[src/rtl/demux_gate_sequencer.sv]
// Serial gate evaluator time-sharing one 1x2 demux over a micro-sequence.
// Optional macro DEMUX_SEQ_BACK2BACK_EN: accept next request during response.
module demux_1x2 (
    input  logic in_i,
    input  logic sel_i,
    output logic out0_o,
    output logic out1_o
);
    assign out0_o = in_i & ~sel_i;
    assign out1_o = in_i & sel_i;
endmodule

module demux_gate_sequencer #(
    parameter int CNT_W = 8
) (
    input  logic             clk,
    input  logic             rst_n,
    input  logic             req_valid,
    output logic             req_ready,
    input  logic [2:0]       op,
    input  logic             a,
    input  logic             b,
    output logic             rsp_valid,
    input  logic             rsp_ready,
    output logic             result,
    output logic             busy,
    output logic [CNT_W-1:0] done_cnt
);
    typedef enum logic [1:0] {IDLE, EXEC, RESP} state_t;
    typedef enum logic [1:0] {D_T0, D_T1, D_RES} dest_t;

    state_t            state_q;
    logic [2:0]        step_q;
    logic [2:0]        op_q;
    logic              a_q, b_q, t0_q, t1_q;
    logic              result_q;
    logic [CNT_W-1:0]  done_cnt_q;

    logic  dm_in, dm_sel, dm_out0, dm_out1, dm_out;
    logic  use_out1, last;
    dest_t dest;

    demux_1x2 u_dmx (
        .in_i   (dm_in),
        .sel_i  (dm_sel),
        .out0_o (dm_out0),
        .out1_o (dm_out1)
    );

    assign dm_out = use_out1 ? dm_out1 : dm_out0;

    // Micro-step table: only steers the demux inputs and picks the destination.
    always_comb begin
        dm_in    = 1'b1;
        dm_sel   = a_q;
        use_out1 = 1'b0;
        dest     = D_RES;
        last     = 1'b1;
        unique case (op_q)
            3'd0: ;
            3'd1: use_out1 = 1'b1;
            3'd2: begin
                dm_in    = b_q;
                use_out1 = 1'b1;
            end
            3'd3: begin
                case (step_q)
                    3'd0: begin
                        dm_sel = b_q;
                        dest   = D_T0;
                        last   = 1'b0;
                    end
                    3'd1: begin
                        dm_in = t0_q;
                        dest  = D_T1;
                        last  = 1'b0;
                    end
                    default: dm_sel = t1_q;
                endcase
            end
            3'd4: begin
                if (step_q == 3'd0) begin
                    dm_in    = b_q;
                    use_out1 = 1'b1;
                    dest     = D_T0;
                    last     = 1'b0;
                end else begin
                    dm_sel = t0_q;
                end
            end
            3'd5: begin
                if (step_q == 3'd0) begin
                    dest = D_T0;
                    last = 1'b0;
                end else begin
                    dm_in  = t0_q;
                    dm_sel = b_q;
                end
            end
            3'd6, 3'd7: begin
                last = 1'b0;
                case (step_q)
                    3'd0: begin
                        dm_in = b_q;
                        dest  = D_T0;
                    end
                    3'd1: begin
                        dm_sel = t0_q;
                        dest   = D_T0;
                    end
                    3'd2: begin
                        dm_in  = a_q;
                        dm_sel = b_q;
                        dest   = D_T1;
                    end
                    3'd3: begin
                        dm_in  = t0_q;
                        dm_sel = t1_q;
                        dest   = (op_q == 3'd7) ? D_T1 : D_RES;
                        last   = (op_q == 3'd6);
                    end
                    default: begin
                        dm_sel = t1_q;
                        last   = 1'b1;
                    end
                endcase
            end
        endcase
    end

    always_ff @(posedge clk or negedge rst_n) begin
        if (!rst_n) begin
            state_q    <= IDLE;
            step_q     <= 3'd0;
            op_q       <= 3'd0;
            a_q        <= 1'b0;
            b_q        <= 1'b0;
            t0_q       <= 1'b0;
            t1_q       <= 1'b0;
            result_q   <= 1'b0;
            done_cnt_q <= '0;
        end else begin
            unique case (state_q)
                IDLE: begin
                    if (req_valid) begin
                        op_q    <= op;
                        a_q     <= a;
                        b_q     <= b;
                        step_q  <= 3'd0;
                        state_q <= EXEC;
                    end
                end
                EXEC: begin
                    if (last) begin
                        result_q <= dm_out;
                        step_q   <= 3'd0;
                        state_q  <= RESP;
                    end else begin
                        step_q <= step_q + 3'd1;
                        if (dest == D_T0) t0_q <= dm_out;
                        if (dest == D_T1) t1_q <= dm_out;
                    end
                end
                RESP: begin
                    if (rsp_ready) begin
                        done_cnt_q <= done_cnt_q + 1'b1;
                        state_q    <= IDLE;
`ifdef DEMUX_SEQ_BACK2BACK_EN
                        if (req_valid) begin
                            op_q    <= op;
                            a_q     <= a;
                            b_q     <= b;
                            step_q  <= 3'd0;
                            state_q <= EXEC;
                        end
`endif
                    end
                end
                default: state_q <= IDLE;
            endcase
        end
    end

`ifdef DEMUX_SEQ_BACK2BACK_EN
    assign req_ready = (state_q == IDLE) | ((state_q == RESP) & rsp_ready);
`else
    assign req_ready = (state_q == IDLE);
`endif
    assign rsp_valid = (state_q == RESP);
    assign busy      = (state_q != IDLE);
    assign result    = result_q;
    assign done_cnt  = done_cnt_q;
endmodule

[config.mk]
export PLATFORM = sky130hd
export DESIGN_NAME = demux_gate_sequencer
export DESIGN_NICKNAME = d
export VERILOG_FILES = /design/src/rtl/demux_gate_sequencer.sv
export SDC_FILE = /design/constraint.sdc
export NUM_CORES = 1
export LEC_CHECK = 0
export ABC_AREA = 1
export CORE_MARGIN = 8
export CORE_UTILIZATION = 28
export CTS_BUF_LIST = sky130_fd_sc_hd__clkbuf_4
export DETAILED_ROUTE_END_ITERATION = 10
export PLACE_DENSITY_LB_ADDON = 0.1
export SYNTH_ARGS = -nofsm -noshare
export SYNTH_HDL_FRONTEND = slang
export SYNTH_SLANG_ARGS = --single-unit
[constraint.sdc]
create_clock -name clk -period 1.4 [get_ports clk]
set_input_delay 0.35 -clock clk [delete_from_list [all_inputs] [get_ports clk]]
set_output_delay 0.35 -clock clk [all_outputs]
set_load 0.05 [all_outputs]
# After elaboration in Yosys (flattened, before gate mapping)
# Index checks and enable logic that the tools add are counted.
# word_totals
in_bits	9
word_cells	77
ff_bits	21
output_inout_bits	12
# classes
n_mux	29
n_bitwise	4
n_reduce_logical	17
n_addsub	2
n_eq_ne	16
# op_table
cell	count
$pmux W2 S3	3
$eq A3 B2 Y1 const B	4
$eq A3 B3 Y1 const B	4
$mux W2	5
$mux W1	9
$pmux W1 S3	3
$reduce_and A3 Y1	3
$add A8 B1 Y8 const B	1
$reduce_and A2 Y1	4
$reduce_or A2 Y1	4
$eq A3 B1 Y1 const B	2
$mux W3	2
$pmux W1 S2	3
$pmux W3 S2	1
$pmux W1 S5	1
$eq A2 B1 Y1 const B	2
$logic_not A2 Y1	2
$ne A2 B2 Y1 const B	2
$pmux W1 S4	1
$pmux W2 S2	1
$reduce_bool A2 Y1	2
$add A3 B1 Y3 const B	1
$logic_not A3 Y1	1
$reduce_or A3 Y1	1
4 further kinds	6

# Depth between registers and ports, before layout
# logic_depth
word_depth	6
depth_mapped	11
ltp_nobuf	11

# Hierarchy
# From an unflattened synthesis, not the netlist that was laid out.
# unflattened
hier_cells	173
area_unflattened_um2	1337.5
# by_module_without_submodules
module	cells_per_inst	area_each_um2	n_inst
demux_gate_sequencer	169	1320.0	1
demux_1x2	4	17.5	1

# Least setup slack after synthesis
# OpenSTA, ideal clock, no wires.
# synth_path
path_kind	register -> output
start	register state_q[0]
end	output port busy
arrival_ps	1612
stages_incl_launch_ff	3
n_path_buf	0
t_required_ps	1050
path_slack_ps	-562
cell_sequence	dfrtp_1 -> nor2_1 -> inv_1
# synth_between
elab_chain_len	1
# synth_lines
element	line_no	rtl
start: declaration	32	state_t state_q;
start signal: assignment	133	state_q <= IDLE;
start signal: assignment	150	state_q <= EXEC;
start signal: assignment	157	state_q <= RESP;
$reduce_bool A2 Y1	190	assign busy = (state_q != IDLE);
end: declaration	26	output logic busy,
# No other way between the ends.

# Final worst setup path
# layout_path
start	register step_q[0]
end	register t0_q
# layout_between
elab_chain_len	6
elab_cells_between_ends	33
classes_between	3 x eq/ne; 21 x mux; 4 x bitwise; 5 x reduce/logical
# layout_lines
element	line_no	rtl
start: declaration	33	logic [2:0] step_q;
start signal: assignment	159	step_q <= step_q + 3'd1;
$eq A3 B1 Y1, or another cell as far along	67, 102	
$reduce_or A2 Y1 (no source line), or another cell as far along	n/a	
$pmux W2 S3, or another cell as far along	102	case (step_q)
$pmux W2 S3, or another cell as far along	59	unique case (op_q)
$logic_not A2 Y1, or another cell as far along	160	if (dest == D_T0) t0_q <= dm_out;
$reduce_and A3 Y1 (no source line) or $mux W1 (tied branches)	n/a	
end signal: assignment	160	
end: declaration	35	logic a_q, b_q, t0_q, t1_q;
# Several ways; a longest one is shown, not always the timed one.
# A chain may end at the register's enable or synchronous reset.

==> results.yml <==
status:
  outcome: "complete, but fails checks"
  violations: "setup timing"
timing:
  finalCriticalPeriod_ns: 1.606
  slew_violations: 0
  finalWorstSetupSlack_ns: -0.2056
  tightest_slew_ns: 0.2897
  maxSlewHeadroom_pct: 80.69
  hold_viol_final: 0
  fmax_mhz: 622.8
  clock-skew-final_ns: 0.002113
  setup_viol: 11
  fin_hold_ws_ns: 0.3748
  finalCritPeriodShare_pct: 114.7
  grt_setup_unrepaired: "yes"
  tns_ns: -1.574
placement:
  placed_area_um2: 1962
  post-place-ws_ns: -0.2038
  place_inst: 278
  place_hpwl_mm: 2.720
  place.port_buffers: 20
  gp_congestion: 0.8612
power:
  clkPwrFrac_pct: 6.2
  p_leak_nw: 0.9939
  p_switching_mw: 2.449
  power.density_nw_per_um2: 2273
  switching_share_pct: 50.60
  pwr-share-seq_pct: 23.6
  ir_worst_vdd_mv: 1.184
  internal_power_mw: 2.391
  combPwrFrac_pct: 70.2
  total_power_mw: 4.840
worst_setup_path:
  cpMaxStageDelayCell: "dfrtp_2"
  crit_path_end_kind: "flip-flop"
  r2r_cells: 10
  worstSetupPathType: "reg2reg"
  startpoint_type: "flip-flop"
  cp.required_ns: 1.65
  path_max_fanout: 7
  max_stage_delay_ns: 0.47
  crit_chain: "inv_4, ha_4, nand2_4, nand2_1, nand2_2, nor2_4, nand4_4, nor2_1, nand4_1, nand2_1"
  arrival_ns: 1.86
  cp_common_cell: "nand2_1"
detailed_routing:
  wl_mm: 3.483
  drt_iter0_drc: 87
  wl_per_cell_um: 12.14
  first_pass_iters: 4
  vias_per_cell: 4.436
  drt.antenna.violating_nets: 0
  drc_errors: 0
  vias: 1273
floorplan:
  row_count: 25
  core_area_um2: 4755
  die_x_um: 86.37
  pin_count: 21
  die-area_um2: 7459
  start_util_pct: 29.16
  chipHeight_um: 86.37
min_path:
  holdCritPathClass: "in2async"
clock_network:
  cts_buffer_depth: 2
  insertion_delay_ns: 0.30
  cts-root-buf: "clkbuf_4"
  cts.sinks: 21
  cts-hold-fix-buffers: 0
  ctsHtreeMaxLevel: 1
  cts_tree: "done"
  cts_buffers: 3
  clk_pin_slew_ns: 0.12
finish:
  fin_area_um2: 2130
  final_core_util_pct: 44.79
  diodes: 0
  layout-drive-gt1-share_pct: 42.27
  areaGrowthSynthToFinish_pct: 53.61
  final_cell_mix: "28 x nand2_1, 22 x inv_1, 19 x buf_4"
  layout_commonest_cell: "nand2_1"
  final_cells: 287
  final_nets: 236
synthesis:
  seq_area_frac_synth_pct: 37.91
  syn_avg_cell_area_um2: 7.832
  synth.distinct_cells: 27
  ys.warnings.count: 0
  syn_area_um2: 1386
  ys_seq_elements: 21
  syn_nets: 192
  postSynthCellCount: 177
global_route:
  grt_overflow: 0
  grt_use_total_pct: 9.584
  grt_start_max_net_pins: 22
  grt_pass1_wl_mm: 5.789
  grt_pass1_vias: 1297
  antenna_found_initial: 0
job:
  maxCapViolations: 0
## final timing paths
path / start / to / slack [ns]
setup / recovery: step_q[0]$_DFFE_PN0P_ / t0_q$_DFFE_PN0P_ / -0.21
min in group clk: done_cnt[7]$_DFFE_PN0P_ / done_cnt[7]$_DFFE_PN0P_ / 0.54
hold reg to reg: done_cnt[7]$_DFFE_PN0P_ / done_cnt[7]$_DFFE_PN0P_ / 0.54
hold / removal: rst_n / a_q$_DFFE_PN0P_ / 0.37
setup reg to reg: step_q[0]$_DFFE_PN0P_ / t0_q$_DFFE_PN0P_ / -0.21
max in group asynchronous: rst_n / done_cnt[2]$_DFFE_PN0P_ / 0.78
## layer usage
layer	GRT usage [%]	part of all wire, %	vias up
met5	0	0	-
met4	3.756	0.78	0
met3	2.647	5.7	2
met2	15.21	49	26
met1	11.94	45	589
li1	-	-	656
## registers in the layout, summed over array words and instances, names as in the netlist, 2 cells and up
register,cells
step_q,3
done_cnt,8
state_q,2
op_q,3
## worst max-delay path: cells and delay by family (launching register included)
| family | cells | cell delay (ns) |
|---|---|---|
| simple gates | 8 | 0.80 |
| flops | 1 | 0.47 |
| fa+ha+maj | 1 | 0.18 |
| buf+inv | 1 | 0.10 |
## power by group through the flow
stage	Sequential (mW)	Clock, mW	Combinational [mW]
3_3_place_gp	1.12	0	3.03
5_1_grt	1.18	0.345	3.72
4_1_cts	1.12	0.324	3.10
3_5_place_dp	1.12	0	3.04
2_1_floorplan	1.26	0	1.80
6_report	1.14	0.299	3.40
## synthesized netlist by cell type, drive strengths merged
cell | count | share of area [%]
nand3 | 19 | 8.3
inv | 29 | 7.9
buf | 2 | 1.4
mux2 | 1 | 0.81
o21ai | 13 | 5.0
ha | 6 | 5.4
nand4 | 5 | 2.7
dfrtp | 21 | 38
xnor2 | 2 | 1.3
nand2 | 37 | 11
o31ai | 1 | 0.54
a21oi | 7 | 2.5
o22ai | 1 | 0.90
nor3 | 3 | 1.4
nor2 | 25 | 9.3
xor2 | 5 | 3.2
## cell type report
cell class,count,area (um2)
Fill cell,501,2625
Multi-Input combinational cell,125,879.6
Sequential cell,21,534.3
Timing Repair Buffer,41,485.5
Inverter,29,118.9
Tap cell,67,83.83
Clock buffer,3,22.52
Clock inverter,1,5.005
## logic make-up (layout without fill, tap and decap cells)
family | Yosys count | after routing | share of synthesized area, %
and+or+nand+nor | 89 | 89 | 33.21
buffers and inverters | 31 | 74 | 9.296
AOI/OAI and AO/OA | 22 | 22 | 8.934
DFF | 21 | 21 | 37.91
xor gates and xnor gates | 7 | 7 | 4.422
adders and majority gates | 6 | 6 | 5.415
muxes | 1 | 1 | 0.8122
## repair_timing
action                     4_1_cts  5_1_grt
buffers inserted                 2        3
pin swaps                        4       12
resized for setup                5       25
gates cloned                     0        0
setup endpoints to repair       11       13
Note: power is estimated with default switching activity, not from simulation.
